## config.mk

```make
export PLATFORM = sky130hd
export DESIGN_NAME = fwd_hazard_unit
export DESIGN_NICKNAME = d
export VERILOG_FILES = /design/src/rtl/fwd_hazard_unit_pkg.sv /design/src/rtl/fwd_operand_slice.sv /design/src/rtl/fwd_hazard_unit.sv
export SDC_FILE = /design/constraint.sdc
export NUM_CORES = 1
export LEC_CHECK = 0
export BUFFER_PORTS_ARGS = -buffer_cell sky130_fd_sc_hd__buf_2
export CORE_UTILIZATION = 30
export DETAILED_ROUTE_END_ITERATION = 12
export GPL_ROUTABILITY_DRIVEN = 0
export GPL_TIMING_DRIVEN = 0
export SLEW_MARGIN = 5
export SYNTH_ARGS = -nofsm -noshare
export SYNTH_HDL_FRONTEND = slang
export SYNTH_SLANG_ARGS = --single-unit
```

## constraint.sdc

```tcl
create_clock -name CLK -period 8.2 [get_ports CLK]
set_input_delay 1.64 -clock CLK [delete_from_list [all_inputs] [get_ports CLK]]
set_output_delay 1.64 -clock CLK [all_outputs]
set_load 0.005 [all_outputs]
```

## src/rtl/fwd_hazard_unit_pkg.sv

```systemverilog
// Shared constants and source-code helpers for the forwarding/hazard unit.
package fwd_hazard_unit_pkg;

  // Operand comes straight from the register-file value latched in ID/EX.
  localparam int FWD_RF = 0;

  // Select code for producer stage j (0 = youngest).
  function automatic int fwd_stage_code(input int j);
    return j + 1;
  endfunction

  // Select code for the per-operand hold register, given N_FWD stages.
  function automatic int fwd_hold_code(input int n);
    return n + 1;
  endfunction

endpackage

```

## src/rtl/fwd_operand_slice.sv

```systemverilog
// One EX source operand: producer match/priority, load-use flag and the
// hold register that keeps a retiring WB value alive while EX is frozen.
module fwd_operand_slice
  import fwd_hazard_unit_pkg::*;
#(
  parameter int N_FWD  = 2,
  parameter int REG_W  = 5,
  parameter int WORD_W = 32,
  parameter int SEL_W  = 2
) (
  input  logic                    clk_i,
  input  logic                    rst_i,
  input  logic                    ren_i,
  input  logic [REG_W-1:0]        rsel_i,
  input  logic [WORD_W-1:0]       rdat_i,
  input  logic                    ex_hold_i,
  input  logic                    ex_advance_i,
  input  logic [N_FWD-1:0]        prod_wen_i,
  input  logic [N_FWD*REG_W-1:0]  prod_wsel_i,
  input  logic [N_FWD-1:0]        prod_ready_i,
  input  logic [N_FWD*WORD_W-1:0] prod_data_i,
  output logic [SEL_W-1:0]        sel_o,
  output logic [WORD_W-1:0]       data_o,
  output logic                    not_ready_o
);

  logic [N_FWD-1:0]  match_s;
  logic              hit_s;
  logic              hit_ready_s;
  logic [SEL_W-1:0]  hit_code_s;
  logic [WORD_W-1:0] hit_data_s;
  logic              younger_s;
  logic              capture_s;

  logic              hold_valid_q, hold_valid_d;
  logic [WORD_W-1:0] hold_data_q,  hold_data_d;

  // Per-stage match; register 0 is hardwired and never matches.
  always_comb begin
    match_s = '0;
    for (int j = 0; j < N_FWD; j++) begin
      match_s[j] = ren_i && (rsel_i != '0) && prod_wen_i[j] &&
                   (prod_wsel_i[j*REG_W +: REG_W] == rsel_i);
    end
  end

  // Pick the youngest matching stage; scanning oldest-to-youngest lets the youngest win.
  always_comb begin
    hit_s       = 1'b0;
    hit_ready_s = 1'b0;
    hit_code_s  = SEL_W'(FWD_RF);
    hit_data_s  = '0;
    for (int j = N_FWD - 1; j >= 0; j--) begin
      if (match_s[j]) begin
        hit_s       = 1'b1;
        hit_ready_s = prod_ready_i[j];
        hit_code_s  = SEL_W'(fwd_stage_code(j));
        hit_data_s  = prod_data_i[j*WORD_W +: WORD_W];
      end
    end
  end

  // Any match in a stage younger than the oldest blocks hold capture.
  always_comb begin
    younger_s = 1'b0;
    for (int j = 0; j < N_FWD - 1; j++) begin
      younger_s = younger_s | match_s[j];
    end
  end

  // Capture only the value retiring from the oldest stage while EX is frozen.
  assign capture_s = ex_hold_i && !ex_advance_i && match_s[N_FWD-1] &&
                     prod_ready_i[N_FWD-1] && !younger_s;

  // Source select: a not-ready youngest match stalls and falls back to RF.
  always_comb begin
    sel_o       = SEL_W'(FWD_RF);
    data_o      = rdat_i;
    not_ready_o = 1'b0;
    if (hit_s) begin
      if (hit_ready_s) begin
        sel_o  = hit_code_s;
        data_o = hit_data_s;
      end else begin
        not_ready_o = 1'b1;
      end
    end else if (hold_valid_q) begin
      sel_o  = SEL_W'(fwd_hold_code(N_FWD));
      data_o = hold_data_q;
    end else begin
      sel_o  = SEL_W'(FWD_RF);
    end
  end

  // Hold next state: advance releases (and beats capture), capture loads/overwrites.
  always_comb begin
    hold_valid_d = hold_valid_q;
    hold_data_d  = hold_data_q;
    if (ex_advance_i) begin
      hold_valid_d = 1'b0;
    end else if (capture_s) begin
      hold_valid_d = 1'b1;
      hold_data_d  = prod_data_i[(N_FWD-1)*WORD_W +: WORD_W];
    end else begin
      hold_valid_d = hold_valid_q;
    end
  end

  // Hold register state, cleared asynchronously.
  always_ff @(posedge clk_i or posedge rst_i) begin
    if (rst_i) begin
      hold_valid_q <= 1'b0;
      hold_data_q  <= '0;
    end else begin
      hold_valid_q <= hold_valid_d;
      hold_data_q  <= hold_data_d;
    end
  end

endmodule

```

## src/rtl/fwd_hazard_unit.sv

```systemverilog
// Forwarding and load-use hazard unit beside the EX stage: one operand
// slice per source, a combined stall and a saturating stall-cycle counter.
module fwd_hazard_unit
  import fwd_hazard_unit_pkg::*;
#(
  parameter int N_SRC  = 2,
  parameter int N_FWD  = 2,
  parameter int REG_W  = 5,
  parameter int WORD_W = 32,
  parameter int CNT_W  = 16,
  localparam int SEL_W = $clog2(N_FWD + 2)
) (
  input  logic                    CLK,
  input  logic                    RST,
  input  logic [N_SRC-1:0]        ex_ren,
  input  logic [N_SRC*REG_W-1:0]  ex_rsel,
  input  logic [N_SRC*WORD_W-1:0] ex_rdat,
  input  logic                    ex_hold,
  input  logic                    ex_advance,
  input  logic [N_FWD-1:0]        prod_wen,
  input  logic [N_FWD*REG_W-1:0]  prod_wsel,
  input  logic [N_FWD-1:0]        prod_ready,
  input  logic [N_FWD*WORD_W-1:0] prod_data,
  input  logic                    cnt_clr,
  output logic [N_SRC*SEL_W-1:0]  fwd_sel,
  output logic [N_SRC*WORD_W-1:0] fwd_data,
  output logic                    hazard_stall,
  output logic [CNT_W-1:0]        stall_cnt
);

  localparam logic [CNT_W-1:0] CNT_MAX = '1;

  logic [N_SRC-1:0] not_ready_s;
  logic [CNT_W-1:0] cnt_q, cnt_d;

  for (genvar i = 0; i < N_SRC; i++) begin : g_slice
    fwd_operand_slice #(
      .N_FWD (N_FWD),
      .REG_W (REG_W),
      .WORD_W(WORD_W),
      .SEL_W (SEL_W)
    ) u_slice (
      .clk_i       (CLK),
      .rst_i       (RST),
      .ren_i       (ex_ren[i]),
      .rsel_i      (ex_rsel[i*REG_W +: REG_W]),
      .rdat_i      (ex_rdat[i*WORD_W +: WORD_W]),
      .ex_hold_i   (ex_hold),
      .ex_advance_i(ex_advance),
      .prod_wen_i  (prod_wen),
      .prod_wsel_i (prod_wsel),
      .prod_ready_i(prod_ready),
      .prod_data_i (prod_data),
      .sel_o       (fwd_sel[i*SEL_W +: SEL_W]),
      .data_o      (fwd_data[i*WORD_W +: WORD_W]),
      .not_ready_o (not_ready_s[i])
    );
  end

  assign hazard_stall = |not_ready_s;
  assign stall_cnt    = cnt_q;

  // Counter next state: clear beats increment, increment saturates at all-ones.
  always_comb begin
    cnt_d = cnt_q;
    if (cnt_clr) begin
      cnt_d = '0;
    end else if (hazard_stall && (cnt_q != CNT_MAX)) begin
      cnt_d = cnt_q + CNT_W'(1);
    end else begin
      cnt_d = cnt_q;
    end
  end

  // Stall counter register, cleared asynchronously.
  always_ff @(posedge CLK or posedge RST) begin
    if (RST) begin
      cnt_q <= '0;
    end else begin
      cnt_q <= cnt_d;
    end
  end

endmodule
```

==> impl_metrics.prom <==
# TYPE chip_impl_metric gauge
chip_impl_metric{name="area_growth",unit="%"} 29.95
chip_impl_metric{name="pre_cts_slack",unit="ps"} 2138
chip_impl_metric{name="number_of_h_tree_levels",unit=""} 3
chip_impl_metric{name="timing.final.setup_violations",unit=""} 0
chip_impl_metric{name="start_util",unit=""} 0.3095
chip_impl_metric{name="die_h",unit="um"} 147.4
chip_impl_metric{name="post_synth_num_cell_types",unit=""} 49
chip_impl_info{name="synth_area_leaders",value="dfrtp_1, mux2_2, mux2i_1, a221o_1, a221oi_1"} 1
chip_impl_metric{name="cellPowerDensity",unit="mW/mm^2"} 128.2
chip_impl_metric{name="routedWlPerCell",unit="um"} 20.33
chip_impl_metric{name="synth_top_area_share",unit=""} 0.3235
chip_impl_metric{name="worst_pin_slew",unit="ps"} 1005
chip_impl_metric{name="fin_crit",unit="ps"} 6105
chip_impl_metric{name="cp_arrival",unit="ps"} 4460
chip_impl_info{name="cp-start-kind",value="primary input"} 1
chip_impl_metric{name="floorplan.die_area",unit="mm^2"} 0.02173
chip_impl_info{name="yosysTopAreaCell",value="dfrtp_1"} 1
chip_impl_metric{name="path_clk_slew",unit="ps"} 60
chip_impl_info{name="worstHoldPathType",value="reg2reg"} 1
chip_impl_metric{name="fin_tns_setup",unit="ps"} 0
chip_impl_metric{name="drt_first_iter_violations",unit=""} 388
chip_impl_metric{name="synth_seq_cells",unit=""} 82
chip_impl_metric{name="total_power",unit="W"} 0.001057
chip_impl_metric{name="placement_rows",unit=""} 52
chip_impl_metric{name="slew_violations",unit=""} 0
chip_impl_metric{name="routed_via_density",unit=""} 5.621
chip_impl_metric{name="finalNonFillerCells",unit=""} 1201
chip_impl_info{name="synth_top_cells_by_count",value="mux2_2, dfrtp_1, a21oi_1, o21ai_0, nand2_1"} 1
chip_impl_metric{name="buffer_levels_on_the_longest_clock_path",unit=""} 2
chip_impl_metric{name="post_cts.resized_instances",unit=""} 0
chip_impl_metric{name="fin_nets",unit=""} 1085
chip_impl_metric{name="finalWirelength",unit="um"} 24420
chip_impl_metric{name="syn-instance-count",unit=""} 671
chip_impl_metric{name="finalWorstSetupSlack",unit="ps"} 2096
chip_impl_metric{name="skew",unit="ps"} 1.539
chip_impl_info{name="timing.hold.worst.start",value="g_slice[0].u_slice.hold_data_q[27]$_DFFE_PP0P_"} 1
chip_impl_metric{name="hold_violations",unit=""} 0
chip_impl_info{name="timing.critical_path.to_type",value="output port"} 1
chip_impl_metric{name="globalRouteOverflowTotal",unit=""} 0
chip_impl_metric{name="critPathRequiredTime",unit="ps"} 6560
chip_impl_info{name="grt_setup_unrepaired",value="false"} 1
chip_impl_metric{name="vias",unit=""} 6751
chip_impl_metric{name="die_w",unit="um"} 147.4
chip_impl_metric{name="first_global_vias",unit=""} 6649
chip_impl_metric{name="fin_crit_sh",unit=""} 0.7445
chip_impl_metric{name="drt_pre_antenna_iters",unit=""} 5
chip_impl_metric{name="power.ir.vdd_worst",unit="uV"} 108.3
chip_impl_metric{name="synth.net_count",unit=""} 831
chip_impl_metric{name="total_standard_cell_area_after_synthesis",unit="mm^2"} 0.006342
chip_impl_metric{name="fmax",unit="GHz"} 0.1638
chip_impl_metric{name="critical_path.max_fanout",unit=""} 10
chip_impl_metric{name="final_core_area_utilization",unit=""} 0.4021
chip_impl_metric{name="maxCapViolations",unit=""} 0
chip_impl_info{name="timing.critical_path.mode_cell",value="buf_2"} 1
chip_impl_metric{name="post_route_antenna_net_violation_count",unit=""} 0
chip_impl_metric{name="yosysSeqAreaShare",unit=""} 0.3235
chip_impl_metric{name="cts_post_setup_buffers_inserted",unit=""} 0
chip_impl_info{name="crit_slowest_cell",value="clkbuf_1"} 1
chip_impl_metric{name="grt_use_total",unit=""} 0.2231
chip_impl_metric{name="number_of_cells_in_the_design_after_placement",unit=""} 1184
chip_impl_metric{name="layout-drive-gt1-share",unit=""} 0.4194
chip_impl_metric{name="ios",unit=""} 244
chip_impl_info{name="cts_tree",value="yes"} 1
chip_impl_info{name="crit_path_start",value="ex_rsel[5]"} 1
chip_impl_metric{name="hpwlAfterDp",unit="um"} 17610
chip_impl_metric{name="antenna_violations_before_repair",unit=""} 3
chip_impl_metric{name="buffer_ports.inserted",unit=""} 242
chip_impl_info{name="synth-main-ff-cell",value="dfrtp_1"} 1
chip_impl_metric{name="cts-hold-fix-buffers",unit=""} 0
chip_impl_metric{name="drc",unit=""} 0
chip_impl_metric{name="syn_area_per_cell",unit="um^2"} 9.452
chip_impl_metric{name="slew-limit-headroom",unit=""} 0.3282
chip_impl_info{name="worst-setup-path-type",value="in2out"} 1
chip_impl_metric{name="global_route_wire_length_before_repair",unit="um"} 37220
chip_impl_metric{name="synth-edff-count",unit=""} 0
chip_impl_metric{name="tritoncts.num_buffers",unit=""} 9
chip_impl_metric{name="yosysWarningCount",unit=""} 0
chip_impl_metric{name="floorplan.core_area",unit="mm^2"} 0.02049
chip_impl_metric{name="cts_sinks",unit=""} 82
chip_impl_metric{name="clk-insertion-delay-late",unit="ps"} 350
chip_impl_info{name="crit_path_cell_chain",value="buf_2 -> xnor2_1 -> nand4_1 -> o31a_1 -> nor2_1 -> clkbuf_1 -> a221oi_1 -> a21o_1 -> a22oi_1 -> buf_2"} 1
chip_impl_info{name="yosys.cell_count.top_type",value="mux2_2"} 1
chip_impl_info{name="outcome",value="finished, final reports clean"} 1
chip_impl_metric{name="slowest_delay",unit="ps"} 560
chip_impl_metric{name="grt_max_degree",unit=""} 53
chip_impl_metric{name="num-fill-cells",unit=""} 2072
chip_impl_metric{name="async_reset_ff_frac",unit=""} 1.000
chip_impl_info{name="source_of_the_worst_register_to_register_timing_path",value="stall_cnt[0]$_DFFE_PP0P_"} 1
chip_impl_info{name="cts-root-buf",value="clkbuf_16"} 1
chip_impl_metric{name="leakage",unit="nW"} 3.979
[layout make-up]
class | count | area (um^2) | area share
Buffer | 59 | 259.0 | 0.03143
Clock inverter | 6 | 72.57 | 0.008805
Inverter | 5 | 21.27 | 0.002581
Multi-Input combinational cell | 525 | 4019 | 0.4876
Sequential cell | 82 | 2052 | 0.2490
Clock buffer | 10 | 239.0 | 0.02900
Timing Repair Buffer | 243 | 1239 | 0.1503
Antenna cell | 1 | 2.502 | 0.0003036
Tap cell | 270 | 337.8 | 0.04099
[power breakdown]
part           switching [W]  leakage (nW)  internal, W
sequential        0.00000627          1.14     0.000417
clock               0.000183         0.150     0.000248
combinational       0.000110          2.69    0.0000927
total               0.000300          3.98     0.000757
[metrics by stage]
stage          cell area, um^2  hold slack (ps)
2_1_floorplan             6342            475.0
3_3_place_gp              7891            483.8
3_5_place_dp              7928            490.6
4_1_cts                   8239            507.3
5_1_grt                   8239            519.2
6_report                  8242            505.2
[registers in the layout, indices dropped and copies added (netlist names)]
name                          count
g_slice.u_slice.hold_valid_q      2
stall_cnt                        16
g_slice.u_slice.hold_data_q      64
[critical path: cells and delay by family]
kind | cells | cell delay (ps)
buffers and inverters | 3 | 860
AND/OR/NAND/NOR | 2 | 610
AO/OA/AOI/OAI | 4 | 1100
XOR/XNOR | 1 | 260
[cell families (layout without fill, tap and decap cells)]
group | count (synthesis) | in the layout | synth area share
other cells | 0 | 1 | 0
fa+ha+maj | 1 | 1 | 0.001972
buf+inv | 64 | 323 | 0.04379
compound gates | 264 | 264 | 0.2865
mux | 129 | 129 | 0.2225
flops | 82 | 82 | 0.3235
simple gates | 110 | 110 | 0.09153
xor+xnor | 21 | 21 | 0.03018
[worst paths after layout]
path | to | slack (ps) | depth (start not counted)
setup / recovery | fwd_data[33] | 2100 | 10
hold / removal | g_slice[0].u_slice.hold_data_q[27]$_DFFE_PP0P_ | 510 | 1
setup reg to reg | stall_cnt[1]$_DFFE_PP0P_ | 5600 | 11
hold reg to reg | g_slice[0].u_slice.hold_data_q[27]$_DFFE_PP0P_ | 510 | 1
max in group asynchronous | g_slice[0].u_slice.hold_data_q[23]$_DFFE_PP0P_ | 6270 | 3
min in group asynchronous | stall_cnt[15]$_DFFE_PP0P_ | 1300 | 2
[layout by cell type (no fill, tap or decap), types with 25 or more instances in the layout]
cell / instances
o21ai_1: 25
a22oi_1: 32
mux2i_1: 33
dfrtp_1: 82
buf_2: 260
o21ai_0: 47
a21o_1: 37
a221oi_1: 32
mux2_2: 96
a21oi_1: 47
a221o_1: 32
clkbuf_1: 37
nand2_1: 43
[routing by layer]
metal,track usage,vias up,routed length [um]
met3,0.04074,31,1707
met4,0.06649,4,382
met1,0.2874,3285,10600
met5,0,-,30
li1,-,3128,-
met2,0.3790,303,11700
Note: power is estimated with default switching activity, not from simulation.
